<file path="src/rtl/dfthijack_pkg.sv">
// rtl/dfthijack_pkg.sv - shared types and constants for the regulation-clock hijack controller
package dfthijack_pkg;

  // Controller states; RELOCK lasts exactly one cycle on the way back to LOCKED
  typedef enum logic [1:0] {
    ST_LOCKED   = 2'd0,
    ST_KEYHALF  = 2'd1,
    ST_UNLOCKED = 2'd2,
    ST_RELOCK   = 2'd3
  } state_e;

  // Register map of the byte-wide test interface
  localparam logic [1:0] ADDR_KEY  = 2'd0;
  localparam logic [1:0] ADDR_CTRL = 2'd1;
  localparam logic [1:0] ADDR_DIV  = 2'd2;
  localparam logic [1:0] ADDR_LOCK = 2'd3;

  // Default two-byte unlock sequence
  localparam logic [7:0] KEY0_DEFAULT = 8'hA5;
  localparam logic [7:0] KEY1_DEFAULT = 8'h5A;

endpackage

</file>
<file path="src/rtl/dfthijack_clkdiv.sv">
// rtl/dfthijack_clkdiv.sv - test-clock divider with run gate, sync clear and per-toggle half-period load
module dfthijack_clkdiv #(
  parameter int DIV_W = 8
) (
  input  logic             clk,
  input  logic             rst,
  input  logic             run,
  input  logic             clr,
  input  logic [DIV_W-1:0] half,
  output logic             clk_out
);

  logic [DIV_W-1:0] cnt_q;
  logic [DIV_W-1:0] half_q;
  logic             clk_q;

  // Count run cycles; toggle after half_q+1 of them and pick up a new half-period only at a toggle
  always_ff @(posedge clk) begin
    if (rst) begin
      cnt_q  <= '0;
      half_q <= '0;
      clk_q  <= 1'b0;
    end else if (clr || !run) begin
      cnt_q  <= '0;
      half_q <= half;
      clk_q  <= 1'b0;
    end else if (cnt_q == half_q) begin
      cnt_q  <= '0;
      half_q <= half;
      clk_q  <= ~clk_q;
    end else begin
      cnt_q <= cnt_q + 1'b1;
    end
  end

  assign clk_out = clk_q;

endmodule

</file>
<file path="src/rtl/dfthijack_regclk_ctrl.sv">
// rtl/dfthijack_regclk_ctrl.sv - key-locked test access controller driving the regulation-clock hijack cell
module dfthijack_regclk_ctrl
  import dfthijack_pkg::*;
#(
  parameter logic [7:0]        KEY0     = KEY0_DEFAULT,
  parameter logic [7:0]        KEY1     = KEY1_DEFAULT,
  parameter int                WDOG_W   = 12,
  parameter logic [WDOG_W-1:0] WDOG_MAX = 12'd4000,
  parameter int                DIV_W    = 8
) (
  input  logic       clk,
  input  logic       rst,
  input  logic       CELG,
  input  logic       CELV,
  input  logic       CELSUB,
  input  logic       ten_wr_valid,
  output logic       ten_wr_ready,
  input  logic [1:0] ten_wr_addr,
  input  logic [7:0] ten_wr_data,
  output logic       ten_HJregulationclkenable,
  output logic       ten_HJregulationclkstatus,
  output logic       HJregulationclk,
  output logic       ten_unlocked,
  output logic       ten_wdog_trip
);

  // Last idle count before the watchdog fires on the following idle cycle
  localparam logic [WDOG_W-1:0] WDOG_LAST = WDOG_MAX - 1'b1;

  state_e            state_q;
  state_e            state_d;
  logic              en_q;
  logic              st_q;
  logic [DIV_W-1:0]  div_q;
  logic [WDOG_W-1:0] wdog_q;
  logic              trip_q;
  logic              accept;
  logic              wdog_hit;
  logic              relock_entry;
  logic              clk_run;

  // Supply and substrate pins carry no logic function
  logic unused_supply_pins;
  assign unused_supply_pins = ^{CELG, CELV, CELSUB};

  assign ten_wr_ready = (state_q != ST_RELOCK);
  assign accept       = ten_wr_valid && ten_wr_ready;
  // A write landing on the final idle cycle keeps the block unlocked
  assign wdog_hit     = (state_q == ST_UNLOCKED) && !accept && (wdog_q == WDOG_LAST);
  assign relock_entry = (state_d == ST_RELOCK);
  assign clk_run      = (state_q == ST_UNLOCKED) && en_q;

  // Next-state decode: unlock key sequence, voluntary relock and watchdog relock
  always_comb begin
    state_d = state_q;
    case (state_q)
      ST_LOCKED: begin
        if (accept && (ten_wr_addr == ADDR_KEY) && (ten_wr_data == KEY0)) begin
          state_d = ST_KEYHALF;
        end
      end
      ST_KEYHALF: begin
        if (accept) begin
          if ((ten_wr_addr == ADDR_KEY) && (ten_wr_data == KEY1)) begin
            state_d = ST_UNLOCKED;
          end else begin
            state_d = ST_LOCKED;
          end
        end
      end
      ST_UNLOCKED: begin
        if ((accept && (ten_wr_addr == ADDR_LOCK)) || wdog_hit) begin
          state_d = ST_RELOCK;
        end
      end
      ST_RELOCK: begin
        state_d = ST_LOCKED;
      end
      default: begin
        state_d = ST_LOCKED;
      end
    endcase
  end

  // State register
  always_ff @(posedge clk) begin
    if (rst) begin
      state_q <= ST_LOCKED;
    end else begin
      state_q <= state_d;
    end
  end

  // Hijack control and divider registers; cleared on the edge that enters RELOCK
  always_ff @(posedge clk) begin
    if (rst) begin
      en_q  <= 1'b0;
      st_q  <= 1'b0;
      div_q <= '0;
    end else if (relock_entry) begin
      en_q  <= 1'b0;
      st_q  <= 1'b0;
      div_q <= '0;
    end else if ((state_q == ST_UNLOCKED) && accept) begin
      case (ten_wr_addr)
        ADDR_CTRL: begin
          en_q <= ten_wr_data[0];
          st_q <= ten_wr_data[1];
        end
        ADDR_DIV: begin
          div_q <= ten_wr_data[DIV_W-1:0];
        end
        default: begin
        end
      endcase
    end
  end

  // Idle watchdog: counts unlocked cycles without an accepted write, trip pulse aligns with RELOCK
  always_ff @(posedge clk) begin
    if (rst) begin
      wdog_q <= '0;
      trip_q <= 1'b0;
    end else begin
      trip_q <= wdog_hit;
      if ((state_q != ST_UNLOCKED) || accept) begin
        wdog_q <= '0;
      end else begin
        wdog_q <= wdog_q + 1'b1;
      end
    end
  end

  dfthijack_clkdiv #(
    .DIV_W (DIV_W)
  ) u_clkdiv (
    .clk     (clk),
    .rst     (rst),
    .run     (clk_run),
    .clr     (relock_entry),
    .half    (div_q),
    .clk_out (HJregulationclk)
  );

  assign ten_HJregulationclkenable = en_q;
  assign ten_HJregulationclkstatus = st_q;
  assign ten_unlocked              = (state_q == ST_UNLOCKED);
  assign ten_wdog_trip             = trip_q;

endmodule

</file>
<file path="config.mk">
export PLATFORM = sky130hd
export DESIGN_NAME = dfthijack_regclk_ctrl
export DESIGN_NICKNAME = d
export VERILOG_FILES = /design/src/rtl/dfthijack_pkg.sv /design/src/rtl/dfthijack_clkdiv.sv /design/src/rtl/dfthijack_regclk_ctrl.sv
export SDC_FILE = /design/constraint.sdc
export NUM_CORES = 1
export LEC_CHECK = 0
export CORE_MARGIN = 10
export CORE_UTILIZATION = 37
export DETAILED_ROUTE_END_ITERATION = 10
export GPL_TIMING_DRIVEN = 0
export PLACE_DENSITY = 0.54
export SYNTH_ARGS = -nofsm -noshare
export SYNTH_HDL_FRONTEND = slang
export SYNTH_HIERARCHICAL = 1
export SYNTH_SLANG_ARGS = --single-unit
</file>
<file path="constraint.sdc">
create_clock -name clk -period 2.4 [get_ports clk]
set_input_delay 0.24 -clock clk [delete_from_list [all_inputs] [get_ports clk]]
set_output_delay 0.24 -clock clk [all_outputs]
set_load 0.05 [all_outputs]
</file>
After elaboration in Yosys (flattened, before gate mapping)
Index checks and enable logic that the tools add are counted.
Storage, ports and cells
  register bits after elaboration: 42
  input port bits: 16
  output and inout port bits: 6
  word-level logic and storage cells: 55
Cells by class
  add/sub/neg operators: 2
  eq/ne operators: 13
  muxes and demuxes: 7
  bitwise gates (word level): 1
  reduce and logical (&&, ||, !) cells: 23
Operators with widths (count)
  8-bit 2-to-1 mux: 2
  12-bit by 1-bit adder with 12-bit output (second input constant): 1
  12-bit == test (second input constant): 1
  2-bit == test (second input constant): 5
  1-bit logical AND: 9
  8-bit by 1-bit adder with 8-bit output (second input constant): 1
  8-bit by 7-bit == test with 1-bit output (second input constant): 1
  8-bit == test: 1
  8-bit == test (second input constant): 1
  2-bit 2-to-1 mux: 4
  2-bit case mux with 4 select lines: 1
  2-bit OR reduction: 3
  2-bit by 1-bit == test with 1-bit output (second input constant): 2
  2-bit logical NOT: 2
  2-bit != test (second input constant): 2
  2-bit AND reduction: 2
  1-bit logical OR: 3
  3-bit OR reduction: 1
  1-bit logical NOT: 2
  2-bit nonzero test: 1
  1-bit inverter: 1

Depth between registers and ports, before layout
  depth in word-level cells: 11
  depth in mapped cells: 9
  depth with buffers taken out: 8

Modules after synthesis
The synthesis kept the hierarchy.
Modules (own cells, without submodules)
  dfthijack_regclk_ctrl: times used 1, cells each 132, area an instance 1191.1 sq um
  dfthijack_clkdiv: times used 1, cells each 74, area an instance 807.0 sq um

Least setup slack after synthesis
OpenSTA, ideal clock, no wires.
  path type: register -> register
  start: reg wdog_q[0]
  end: reg u_clkdiv.half_q[5]
  library setup time: 0.118 ns
  arrival time: 2.071 ns
  path slack: 0.211 ns
  cell stages (with the launch flop): 10
  buffers on the path: 1
  period minus slack after synthesis: 2.189 ns
  cells stage by stage: dfxtp_1 ha_1 nand3_1 or4_4 a21oi_2 nor2b_1 nor2b_1 o21ai_4 buf_4 a2bb2oi_1
Between the ends
  longest elaborated chain between the ends: 8
  elaborated cells on any way between the ends: 9
  those cells by class: eq/ne: 2; mux: 3; reduce/logical: 4
RTL lines
  start: declaration: RTL line dfthijack_regclk_ctrl.sv:35  | logic [WDOG_W-1:0] wdog_q;
  start signal: assignment: RTL line dfthijack_regclk_ctrl.sv:129  | wdog_q <= wdog_q + 1'b1;
  12-bit == test *: RTL line dfthijack_regclk_ctrl.sv:49  | assign wdog_hit = (state_q == ST_UNLOCKED) && !accept && (wdog_q == WDOG_LAST);
  1-bit logical AND *: RTL line dfthijack_regclk_ctrl.sv:49
  1-bit logical OR *: RTL line dfthijack_regclk_ctrl.sv:72  | if ((accept && (ten_wr_addr == ADDR_LOCK)) || wdog_hit) begin
  2-bit 2-to-1 mux *: RTL line dfthijack_regclk_ctrl.sv:72
  2-bit case mux with 4 select lines *: RTL line dfthijack_regclk_ctrl.sv:56  | case (state_q)
  2-bit == test *: RTL line dfthijack_regclk_ctrl.sv:50  | assign relock_entry = (state_d == ST_RELOCK);
  named net relock_entry: RTL line dfthijack_regclk_ctrl.sv:39  | logic relock_entry;
  1-bit logical OR *: RTL line dfthijack_clkdiv.sv:23  | end else if (clr || !run) begin
  8-bit 2-to-1 mux or 2-bit nonzero test (tied branches)
  end signal: assignment: RTL line dfthijack_clkdiv.sv:25  | half_q <= half;
  end signal: assignment: RTL line dfthijack_clkdiv.sv:29  | half_q <= half;
  end: declaration: RTL line dfthijack_clkdiv.sv:14  | logic [DIV_W-1:0] half_q;
The timed path passes the listed nets; every way through them passes the cells marked *.
A chain may end at the register's enable or synchronous reset.

Final worst setup path
  start: reg state_q[1]
  end: reg u_clkdiv.half_q[5]
Between the ends
  longest elaborated chain between the ends: 11
  elaborated cells on any way between the ends: 23
  those cells by class: eq/ne: 5; mux: 5; reduce/logical: 13
RTL lines
  start: declaration: RTL line dfthijack_regclk_ctrl.sv:30  | state_e state_q;
  start signal: assignment: RTL line dfthijack_regclk_ctrl.sv:90  | state_q <= state_d;
  2-bit != test: RTL line dfthijack_regclk_ctrl.sv:46  | assign ten_wr_ready = (state_q != ST_RELOCK);
  1-bit logical AND: RTL line dfthijack_regclk_ctrl.sv:47  | assign accept = ten_wr_valid && ten_wr_ready;
  1-bit logical NOT: RTL line dfthijack_regclk_ctrl.sv:49
  1-bit logical AND (2 in a row): RTL line dfthijack_regclk_ctrl.sv:49
  1-bit logical OR: RTL line dfthijack_regclk_ctrl.sv:72
  2-bit 2-to-1 mux: RTL line dfthijack_regclk_ctrl.sv:72
  2-bit case mux with 4 select lines *: RTL line dfthijack_regclk_ctrl.sv:56
  2-bit == test *: RTL line dfthijack_regclk_ctrl.sv:50
  named net relock_entry: RTL line dfthijack_regclk_ctrl.sv:39
  1-bit logical OR *: RTL line dfthijack_clkdiv.sv:23
  8-bit 2-to-1 mux or 2-bit nonzero test (tied branches)
Marks and branches as above.

==> results.md <==
- Port bufs: 17
- Pre-antenna DRT Iters: 4
- Period utilization: 95.3%
- Ys Warns: 6
- Arr. time, crit path: 2.47 ns
- N_diodes: 0
- Hold Buf Count CTS: 0
- Clock skew: 0.00355 ns
- Max-Cap Viols: 0
- Antenna violations before repair: 0
- Sw frac: 22.1%
- Hold Crit Class: input pin to register
- Fin Hold WS: 0.451 ns
- Register area share after synthesis: 42.1%
- Post-Synth Adder-Cell Area: 1.25%
- Reg2Reg Depth: 9
- Crit start category: register
- Reg area: 841 µm²
- Worst setup path startpoint: state_q[1]
- Sw power: 0.261 mW
- Largest net degree at the start of global routing: 15
- Largest family of logic cells by synthesized area: simple AND/OR/NAND/NOR gates
- Kind of critical path: register to register
- Tot Pwr: 1.18 mW
- Simple-gate share of the synthesized area: 26.4%
- Final min period: 2.29 ns
- Syn avg cell area: 9.70 µm²
- Power per cell area: 500 mW/mm²
- Gr ovfl total: 0
- Post-Synth XOR/XNOR Area: 9.52%
- CP max FO: 10
- Comb pwr share: 3.9%
- Pleak: 0.751 nW
- Die height: 93.5 µm
- Rows: 26
- CTS root buffer: clkbuf_8
- Drt wl/cell: 13.7 µm
- Vias per cell: 5.22
- Endpoints failing hold: 0
- Final HPWL DP: 3020 µm
- Worst R2R Start: state_q[1]
- Post-synthesis mux area share: 0%
- TritonCTS clock tree: yes
- Post-CTS setup buffer count: 0
- DR vias: 1567
- CP required: 2.58 ns
- Tightest Pin Transition: 0.707 ns
- Vias in the first global route: 1548
- Internal power: 0.919 mW
- Worst-skew pair later-pin latency: 0.29 ns
- CTS buffer count: 5
- Biggest area consumer among synthesized cells: dfxtp_1
- DR DRC count: 0
- GPL Wtd Cong: 0.707
- Net count after synthesis: 224
- Layout Utilization: 45.6%
- Flop pwr share: 59.0%
- Post-DP Area: 0.00226 mm²
- Post-synth cell types: 46
- I/O Pins: 22
- ANT nets after route: 0
- Core area: 0.00517 mm²
- Post-placement cell count: 293
- Final Max Tran Viols: 0
- Die Area: 0.00874 mm²
- Cell Area, Synth: 0.00200 mm²
- Worst Setup EP: u_clkdiv/half_q[5]
- 1st-iter DRT viols: 68
- Reg-to-reg slack, setup: 0.11 ns
- Area delta synth->final: 18.1%
- Post-synth EDFFs: 0
- Fill count: 516
- Final Cell Area: 0.00236 mm²
- Clk buf depth: 2
- Ys async rst share: 0%
- Ys flop type: dfxtp_1
- Fraction of layout cells with a size suffix above 1: 11.7%
- Status: finished, final reports clean
- Crit. End Element: register
- Starting Density: 38.6%
- #FFs+latches synth: 42
- Area contributors post-synth: dfxtp_1 (42%), nand3_1 (4.5%), a211oi_1 (3.8%)
- Total global-route track usage: 10.0%
- RSZ-0062 raised after global routing: yes
- Die X: 93.5 µm
- Layout Cells excl Fill: 300
- RR Endpoint: u_clkdiv/half_q[5]
- Compound-cell area share of the yosys netlist: 18.1%
- Final setup fails: 0
- Worst VDD drop: 0.424 mV
- Detailed Route WL: 4120 µm
- Slew HR: 52.8%
- CTS HTree Levels: 2
- Clock transition at the registers of the reported paths: 0.08 ns
- Maximum clock rate: 437 MHz
- Top-area cell type share of the netlist area: 42.1%
- Clock group share of total power: 37.1%
- Area of the multi-input gates: 0.00112 mm²
- Global-route wire length before repair: 7130 µm
- Clock Sinks: 42
- Nets: 248
- Post-Synthesis Cells: 206
-- layout make-up --
class	count	area share [%]
sequential	42	35.6
timing repair buffer	17	7.32
multi-input combinational	152	47.5
tap	70	3.71
inverter	6	0.954
clock inverter	1	0.318
buffer	6	1.48
clock buffer	6	3.08
-- layout by cell type (no fill, tap or decap), types with 3 or more instances in the layout --
cell type	instances
nand2b_1	10
nand4_1	4
clkdlybuf4s50_1	16
a2bb2oi_1	8
or4_1	4
a21oi_1	8
or3_1	4
xnor2_2	3
o21ai_0	12
xor2_1	6
nor2_1	14
clkbuf_1	3
xnor2_1	7
a211oi_1	10
o31ai_1	6
nand3_1	17
dfxtp_1	42
nand2_1	4
inv_1	6
clkbuf_8	5
nor2b_1	4
-- worst max-delay path: stages, from the launching register on --
cell	delay (ns)
dfxtp_1	0.31
buf_4	0.14
or3b_4	0.41
or4_4	0.53
a21oi_2	0.15
nor2b_1	0.08
nor2b_2	0.18
o21ai_4	0.13
buf_6	0.18
a2bb2oi_1	0.07
-- Yosys cell counts (2+ instances only) --
cell type and count:
a211oi_1 10, a21oi_1 8, a2bb2oi_1 8, and3_1 2, and3b_1 2, buf_4 2, clkbuf_1 2, dfxtp_1 42
ha_1 2, inv_1 6, nand2_1 4, nand2b_1 10, nand3_1 18, nand4_1 4, nor2_1 14, nor2b_1 5
nor4b_1 2, o21ai_0 12, o31ai_1 6, or3_1 4, or4_1 4, or4b_1 2, xnor2_1 7, xnor2_2 3
xor2_1 6
-- kinds of logic after synthesis --
kind of cell | Yosys count
buffers and inverters | 12
AO/OA/AOI/OAI | 51
XOR/XNOR | 17
adder cells (fa/ha/maj) | 2
flip-flops | 42
AND/OR/NAND/NOR | 82
-- flip-flops by register name, indices dropped and copies added (netlist names) --
register / count
u_clkdiv/half_q: 8
div_q: 8
state_q: 2
u_clkdiv/clk_out: 1
wdog_q: 12
ten_HJregulationclkstatus: 1
ten_wdog_trip: 1
u_clkdiv/cnt_q: 8
ten_HJregulationclkenable: 1
-- power by group through the flow --
| stage | registers (mW) | clock network [mW] | logic, mW |
|---|---|---|---|
| finish | 0.696 | 0.438 | 0.0456 |
| global route | 0.696 | 0.487 | 0.0504 |
| CTS | 0.696 | 0.463 | 0.0461 |
| detailed placement | 0.713 | 0 | 0.0457 |
| global placement | 0.713 | 0 | 0.0462 |
| floorplan | 0.713 | 0 | 0.0154 |
-- routing by layer --
layer,vias up,GRT usage [%],routed length (µm)
met1,731,12.3,1990
met4,0,3.86,42
li1,815,-,-
met5,-,0,0
met3,4,3.36,196
met2,17,15.7,1890
-- per-stage QoR --
step,setup slack [ns],TNS [ns]
final,0.113,0
after global routing,-0.00909,-0.00909
after CTS,0.00924,0
after detailed placement,-0.300,-3.45
after global placement,-0.295,-3.44
after floorplan,0.211,0
-- worst min-delay path by stage --
stage	depth (start not counted)	to	start	slack, ns
6_report	3	ten_HJregulationclkstatus	ten_wr_addr[1]	0.45
4_1_cts	3	ten_HJregulationclkstatus	ten_wr_addr[1]	0.44
2_1_floorplan	1	state_q[0]	rst	0.31
3_5_place_dp	1	wdog_q[0]	wdog_q[0]	0.45
3_3_place_gp	1	wdog_q[0]	wdog_q[0]	0.44
5_1_grt	3	ten_HJregulationclkstatus	ten_wr_addr[1]	0.49
-- repair_timing --
| action | in CTS | in global routing |
|---|---|---|
| setup endpoints to repair | 10 | 10 |
| gates resized for setup | 2 | 4 |
| pin swaps | 0 | 0 |
No activity file was read; power rests on OpenSTA's default activity.
